==> src/rtl/cv32e40x_mult_sliced.sv <==
`timescale 1ns/1ps
// cv32e40x_mult_sliced
//   EX-stage integer multiplier. MUL (low word) is produced combinationally
//   in IDLE. MULH/MULHSU/MULHU capture 33-bit sign-extended operands on accept
//   and accumulate SLICE_W x SLICE_W partial products, one per cycle, into a
//   66-bit signed accumulator; the high word is presented from DONE.
//
// Parameters
//   SLICE_W  partial-product slice width (8, 16 or 32); N = 32/SLICE_W
//
// Configuration macro
//   CV32E40X_MULT_EARLY_TERM_EN  when defined, finish early once the remaining
//                                B slices (and B's extension bit) are all zero
//
// Ports
//   clk, rst_n      clock, synchronous active-low reset
//   valid_i         operation request
//   operator_i      0 = MUL_M32 (low word), 1 = MUL_H (high word)
//   short_signed_i  [0] op_a signed, [1] op_b signed
//   op_a_i, op_b_i  operands
//   kill_i          flush; abandons any in-flight MUL_H
//   result_o        result, valid while valid_o = 1
//   ready_o         request accepted when valid_i && ready_o
//   valid_o         result_o valid
//   ready_i         downstream accepts the result
module cv32e40x_mult_sliced #(
  parameter int SLICE_W = 16
) (
  input  logic        clk,
  input  logic        rst_n,
  input  logic        valid_i,
  input  logic        operator_i,
  input  logic [1:0]  short_signed_i,
  input  logic [31:0] op_a_i,
  input  logic [31:0] op_b_i,
  input  logic        kill_i,
  output logic [31:0] result_o,
  output logic        ready_o,
  output logic        valid_o,
  input  logic        ready_i
);

  localparam int N     = 32 / SLICE_W;
  localparam int IDX_W = (N > 1) ? $clog2(N) : 1;
  localparam int PP_W  = 2 * SLICE_W + 2;

  typedef enum logic [1:0] {IDLE, CALC, DONE} state_e;
  typedef enum logic {MUL_M32 = 1'b0, MUL_H = 1'b1} mul_opcode_e;

  state_e             state_q;
  mul_opcode_e        op;
  logic signed [65:0] acc_q;
  logic [32:0]        op_a_q;
  logic [32:0]        op_b_q;
  logic [IDX_W-1:0]   i_q;
  logic [IDX_W-1:0]   j_q;

  logic signed [SLICE_W:0] a_slc;
  logic signed [SLICE_W:0] b_slc;
  logic signed [PP_W-1:0]  pp;
  logic signed [65:0]      pp_sh;
  logic [6:0]              shamt;
  logic                    last_step;
  logic                    h_accept;
  logic                    b_rest_zero;
  logic [31:0]             mul_lo;

  assign op = mul_opcode_e'(operator_i);

  // Low slices are zero-extended; only the top slice carries the operand's
  // extension bit, which makes each slice a correct signed digit.
  always_comb begin
    a_slc = {1'b0, op_a_q[i_q*SLICE_W +: SLICE_W]};
    b_slc = {1'b0, op_b_q[j_q*SLICE_W +: SLICE_W]};
    if (i_q == IDX_W'(N-1)) a_slc[SLICE_W] = op_a_q[32];
    if (j_q == IDX_W'(N-1)) b_slc[SLICE_W] = op_b_q[32];
  end

  assign pp        = a_slc * b_slc;
  assign shamt     = 7'(SLICE_W) * (7'(i_q) + 7'(j_q));
  assign pp_sh     = 66'(pp) <<< shamt;
  assign last_step = (i_q == IDX_W'(N-1)) && (j_q == IDX_W'(N-1));
  assign h_accept  = (state_q == IDLE) && valid_i && !kill_i && (op == MUL_H);
  assign mul_lo    = op_a_i * op_b_i;

`ifdef CV32E40X_MULT_EARLY_TERM_EN
  // Checked only at the start of each B row: if every B bit from this slice
  // up (including the extension bit) is zero, no further product contributes.
  assign b_rest_zero = (i_q == '0) && ((op_b_q >> (j_q * SLICE_W)) == '0);
`else
  assign b_rest_zero = 1'b0;
`endif

  always_ff @(posedge clk) begin
    if (!rst_n) begin
      state_q <= IDLE;
      acc_q   <= '0;
      op_a_q  <= '0;
      op_b_q  <= '0;
      i_q     <= '0;
      j_q     <= '0;
    end else begin
      case (state_q)
        IDLE: begin
          if (h_accept) begin
            op_a_q  <= {short_signed_i[0] & op_a_i[31], op_a_i};
            op_b_q  <= {short_signed_i[1] & op_b_i[31], op_b_i};
            acc_q   <= '0;
            i_q     <= '0;
            j_q     <= '0;
            state_q <= CALC;
          end
        end
        CALC: begin
          if (kill_i) begin
            acc_q   <= '0;
            state_q <= IDLE;
          end else if (b_rest_zero) begin
            state_q <= DONE;
          end else begin
            acc_q <= acc_q + pp_sh;
            if (last_step) begin
              state_q <= DONE;
            end else begin
              // i wraps naturally at N since N is a power of two
              i_q <= i_q + 1'b1;
              if (i_q == IDX_W'(N-1)) j_q <= j_q + 1'b1;
            end
          end
        end
        DONE: begin
          if (kill_i) begin
            acc_q   <= '0;
            state_q <= IDLE;
          end else if (ready_i) begin
            state_q <= IDLE;
          end
        end
        default: state_q <= IDLE;
      endcase
    end
  end

  always_comb begin
    valid_o  = 1'b0;
    ready_o  = 1'b0;
    result_o = acc_q[63:32];
    case (state_q)
      IDLE: begin
        result_o = mul_lo;
        if (op == MUL_M32) begin
          valid_o = valid_i && !kill_i;
          ready_o = ready_i && !kill_i;
        end else begin
          ready_o = !kill_i;
        end
      end
      DONE:    valid_o = !kill_i;
      default: ;
    endcase
  end

endmodule
==> config.mk <==
export PLATFORM = sky130hd
export DESIGN_NAME = cv32e40x_mult_sliced
export DESIGN_NICKNAME = d
export VERILOG_FILES = /design/src/rtl/cv32e40x_mult_sliced.sv
export SDC_FILE = /design/constraint.sdc
export NUM_CORES = 2
export LEC_CHECK = 0
export BUFFER_PORTS_ARGS = -buffer_cell sky130_fd_sc_hd__buf_2
export CORE_AREA = 2 2 304 306
export DETAILED_ROUTE_END_ITERATION = 8
export DIE_AREA = 0 0 306 308
export GPL_ROUTABILITY_DRIVEN = 0
export SETUP_SLACK_MARGIN = 0.5
export SLEW_MARGIN = 20
export SYNTH_ARGS = -nofsm -noshare
export SYNTH_HDL_FRONTEND = slang
export SYNTH_SLANG_ARGS = --single-unit
==> constraint.sdc <==
create_clock -name clk -period 12.1 [get_ports clk]
set_input_delay 2.42 -clock clk [delete_from_list [all_inputs] [get_ports clk]]
set_output_delay 2.42 -clock clk [all_outputs]
set_load 0.01 [all_outputs]
; Word-level counts from Yosys, hierarchy flattened
; Cells that the tools add are included.
[word_totals]
out_inout_bits = 34
ff_bits = 136
elab_cells = 66
latchBits = 0
rom_bits = 0
n_memories = 0
mem_bits_rw = 0
[classes]
n_eq_ne = 9
div = 0
n_mul = 2
n_bitwise = 2
addsub = 4
n_shift = 3
n_reduce_logical = 15
muxes = 25
order_cmp = 0
[ops]
columns = op, n
row1 = $mux 66, 3
row2 = $pmux 66 s3, 1
row3 = $add 66x66->66, 1
row4 = $shiftx 33x6->16, 2
row5 = $sshl 34x6->66, 1
row6 = $mul 17x17->34, 1
row7 = $mul 32x32->32, 1
row8 = $mux 32, 1
row9 = $mux 1, 11
row10 = $mux 2, 5
row11 = $ne 2x2->1 const B, 5
row12 = $logic_and 1x1->1, 6
row13 = $ne 3x3->1 const B, 2
row14 = $pmux 1 s2, 3
row15 = $pmux 2 s3, 1
row16 = $reduce_and 3->1, 2
row17 = $reduce_and 5->1, 1
row18 = $reduce_and 4->1, 1
row19 = $reduce_bool 3->1, 1
row20 = $add 1x1->1 const B, 2
row21 = $add 1x1->2, 1
row22 = $and 1x1->1, 2
row23 = $eq 2x1->1 const B, 1
row24 = $eq 2x2->1 const B, 1
row25 = other kinds (4), 4

; Depth between registers and ports, before layout
[depth]
depth_word = 6
mapped_depth = 42

; Least setup slack after synthesis
; Ideal clock, no wire load.
[synth_path]
path_type = input -> output
from = input port op_b_i[3]
to = output port result_o[31]
cell_stages = 29
path_slack_ps = 220
n_path_buf = 2
arrival_time_ps = 9460
required_time_ps = 9680
path_cell_list = clkbuf_1 -> clkbuf_1 -> nand2_1 -> fa_1 -> inv_1 -> fa_1 -> inv_1 -> fa_1 -> inv_1 -> fa_1 -> inv_1 -> fa_1 -> inv_1 -> fa_1 -> fa_1 -> inv_1 -> fa_1 -> inv_1 -> ha_1 -> a21o_1 -> a21oi_1 -> nor2b_1 -> or4_1 -> a211oi_1 -> o311ai_0 -> a21o_1 -> a21oi_1 -> xnor2_1 -> o21ai_0
[synth_between]
elab_chain_cells = 2
[synth_rtl]
columns = element, line
row1 = "start, declared", 35  ; input logic [31:0] op_b_i,
row2 = $mul 32x32->32, 84  ; assign mul_lo = op_a_i * op_b_i;
row3 = $mux 32, 148  ; case (state_q)
row4 = "end, declared", 37  ; output logic [31:0] result_o,
; No other way between the ends.

; Worst setup path after layout
[layout_path]
from = input port op_a_i[7]
to = output port result_o[31]
[layout_between]
elab_chain_cells = 2
[layout_rtl]
columns = element, line
row1 = "start, declared", 34  ; input logic [31:0] op_a_i,
row2 = $mul 32x32->32, 84
row3 = $mux 32, 148
; No other way between the ends.

==> flow_summary.yaml <==
logic_synthesis:
  synth-simple-area-share_pct: 16.5
  yosys.area_share.adder_pct: 48.6
  synth_top_cell_area_share_pct: 39.1
  synth_compound_area_share_pct: 10.4
  synth_top_family_by_area: "adder cells"
  async_flop_share_pct: 0
  ys_seq_area_share_pct: 7.43
  mappedNetlistArea_um2: 36100
  muxShareOfSynthArea_pct: 1.89
  synth_top_cell_by_area: "fa_1"
  syn_nets: 5402
  synth_edf_count: 0
  ys_warn_count: 0
  synth_cell_type_count: 73
  synth-xor-area-share_pct: 4.32
  synth_area_leaders: "fa_1 (39%), ha_1 (9.5%), inv_1 (8.7%)"
  synth_seq_cells: 134
  ys.flop_type: "dfxtp_1"
  avgSynthCellArea_um2: 8.30
  syn_inst: 4351
cells_and_area:
  drive_gt1_share_pct: 9.44
  final_nets: 5468
  final_core_util_pct: 43.8
  final-instance-count-excl-fill: 5616
  num_antenna_cells: 0
  area_delta_synth_final_pct: 10.5
  fillers: 9020
detailed_routing:
  routed_wl_um: 114000
  drc_errors: 0
  first_iter_violations: 2023
  first_pass_iters: 5
  num_vias: 29776
  viasPerCell: 5.30
  wl_per_cell_um: 20.3
  postRouteAntennaNets: 0
die:
  dieArea_um2: 94200
  die_w_um: 306
  start_util_pct: 39.7
  row_count: 111
  die_h_um: 308
  io_pins: 106
  core_um2: 91000
critical_path:
  worstSetupEndpointType: "output port"
  rrSetupSlack_ns: 1.28
  arrival_ns: 9.17
  setup.worst_path.start_class: "primary input"
  crit_type: "primary input to output port"
  worstPathMaxFanout: 11
  r2r-end: "acc_q[63]"
  required_ns: 9.68
  worstReg2RegStart: "j_q"
  r2r_cells: 35
global_routing:
  grt_max_degree: 71
  grt_overflow_total: 0
  antenna_found_initial: 1
  grt_pass1_vias: 30632
  track_usage_pct: 24.9
  grt_pass1_wl_um: 179000
min_path:
  hold_path_end: "op_b_q[10]"
  min_path_type: "register to register"
  hold_depth: 2
  min_from: "op_b_q[10]"
placement:
  dp_hpwl_um: 93300
  io_buffers: 105
  post-place-cells: 5571
clock_tree:
  cts_tree: "built"
  path_clk_slew_ns: 0.06
  numCtsBuffers: 17
  cts.sinks: 134
  clk_latency_ns: 0.46
  cts-htree-levels: 4
  root_buffer: "clkbuf_16"
  clock_path_buffers: 2
outcome:
  status: "completed"
timing:
  finalSetupViolCount: 0
  rsz0062_at_grt: "true"
  max_slew_margin_pct: 31.9
  fin_tns_setup_ns: 0
  drv_slew: 0
  hold_viol_final: 0
  skew_ns: 0.0136
  post-route-period-util_pct: 95.8
  fmax_mhz: 86.3
  finalHoldWorstSlack_ns: 0.461
  tightest_slew_ns: 1.02
  min_period_ns: 11.59
job:
  maxCapViolCount: 0
[registers in the layout, indices dropped and copies added, names as in the netlist]
register and count:
op_a_q 33, acc_q 64, op_b_q 33, i_q 1, j_q 1, state_q 2
[per-stage QoR]
stage	instance area, µm²	setup WS, ns
after floorplan	36100	0.487
after global placement	38500	0.0898
after detailed placement	38500	0.0869
after CTS	39500	0.444
after global routing	39900	0.238
final	39900	0.514
[worst max path at each step]
stage	cells after the start	endpoint	startpoint	slack, ns
6_report	24	result_o[31]	op_a_i[7]	0.51
5_1_grt	32	result_o[28]	op_b_i[3]	0.24
4_1_cts	29	result_o[31]	op_a_i[20]	0.44
3_5_place_dp	28	result_o[31]	op_b_i[5]	0.09
3_3_place_gp	31	result_o[28]	op_b_i[5]	0.09
2_1_floorplan	29	result_o[31]	op_b_i[3]	0.49
[cell type report]
cell class              count  area [µm²]  share of cell area (%)
repair buffers            259        2140                    5.38
clock inverters            14         201                   0.505
clock buffers              18         429                    1.08
flip-flops and latches    134        2680                    6.73
multi-input cells        3167       29800                    74.7
well taps                1186        1480                    3.72
inverters                 838        3150                    7.89
[cell families after synthesis]
group,count (synthesis)
flops,134
fa+ha+maj,979
buf+inv,1050
simple gates,1378
compound gates,567
mux,65
xor+xnor,178
[per-layer routing]
| layer | global-route usage, % | wire (µm) | vias up |
|---|---|---|---|
| li1 | - | - | 13452 |
| met1 | 34.4 | 49500 | 14915 |
| met4 | 6.43 | 3030 | 6 |
| met5 | 0.775 | 132 | - |
| met2 | 38.4 | 50000 | 1216 |
| met3 | 6.64 | 11100 | 187 |
[cells in the mapped netlist (all sizes together), types with 13 or more instances]
library cell	n
inv	838
nand2	779
fa	705
ha	274
nor2	266
clkbuf	199
a21oi	147
and2	144
dfxtp	134
xnor2	113
o21ai	106
a21boi	68
xor2	65
a21o	64
nor2b	54
a22oi	41
mux2i	40
nand3	31
mux2	25
nor3	24
nand2b	21
nand4	18
o21bai	18
a31oi	14
buf	13
[critical path, stage by stage]
cell	delay, ns
buf_4	0.19
buf_4	0.20
and2_1	0.18
fa_1	0.44
fa_1	0.55
fa_1	0.46
fa_1	0.55
fa_1	0.53
inv_1	0.06
fa_1	0.56
inv_1	0.06
fa_1	0.49
inv_1	0.05
fa_1	0.50
inv_1	0.05
ha_1	0.20
or4_4	0.53
a211oi_4	0.22
o311ai_2	0.12
a21o_1	0.18
a21oi_2	0.21
xnor2_2	0.16
o21ai_1	0.08
buf_2	0.18
[cell usage in the layout (no fill, tap or decap), types with 17 or more instances in the layout]
cell,synthesis,final
a21o_1,64,64
nor2_1,266,263
and2_1,144,144
nor2b_1,54,53
xnor2_1,113,111
nand2b_1,21,21
mux2_2,25,25
mux2i_1,40,37
nand2_1,779,768
xor2_1,65,64
clkbuf_16,0,17
a21oi_1,147,141
dfxtp_1,134,133
buf_6,0,30
buf_4,0,132
buf_2,3,68
fa_2,0,17
nor3_1,24,24
a22oi_1,41,41
o21bai_1,18,18
fa_1,705,688
nand3_1,31,30
ha_1,274,265
inv_1,837,826
o21ai_0,94,89
nand4_1,18,18
a21boi_0,66,66
[timing repair]
action | in CTS | in global routing
resized for setup | 103 | 101
pin swaps | 37 | 46
setup endpoints to repair | 9 | 12
setup buffers | 8 | 5
cloned | 0 | 0
hold endpoints to repair | 0 | 0
hold buffers | 0 | 0
Power is not shown: default switching activity piles up to over one toggle a cycle in this logic, so the estimate is an artifact.
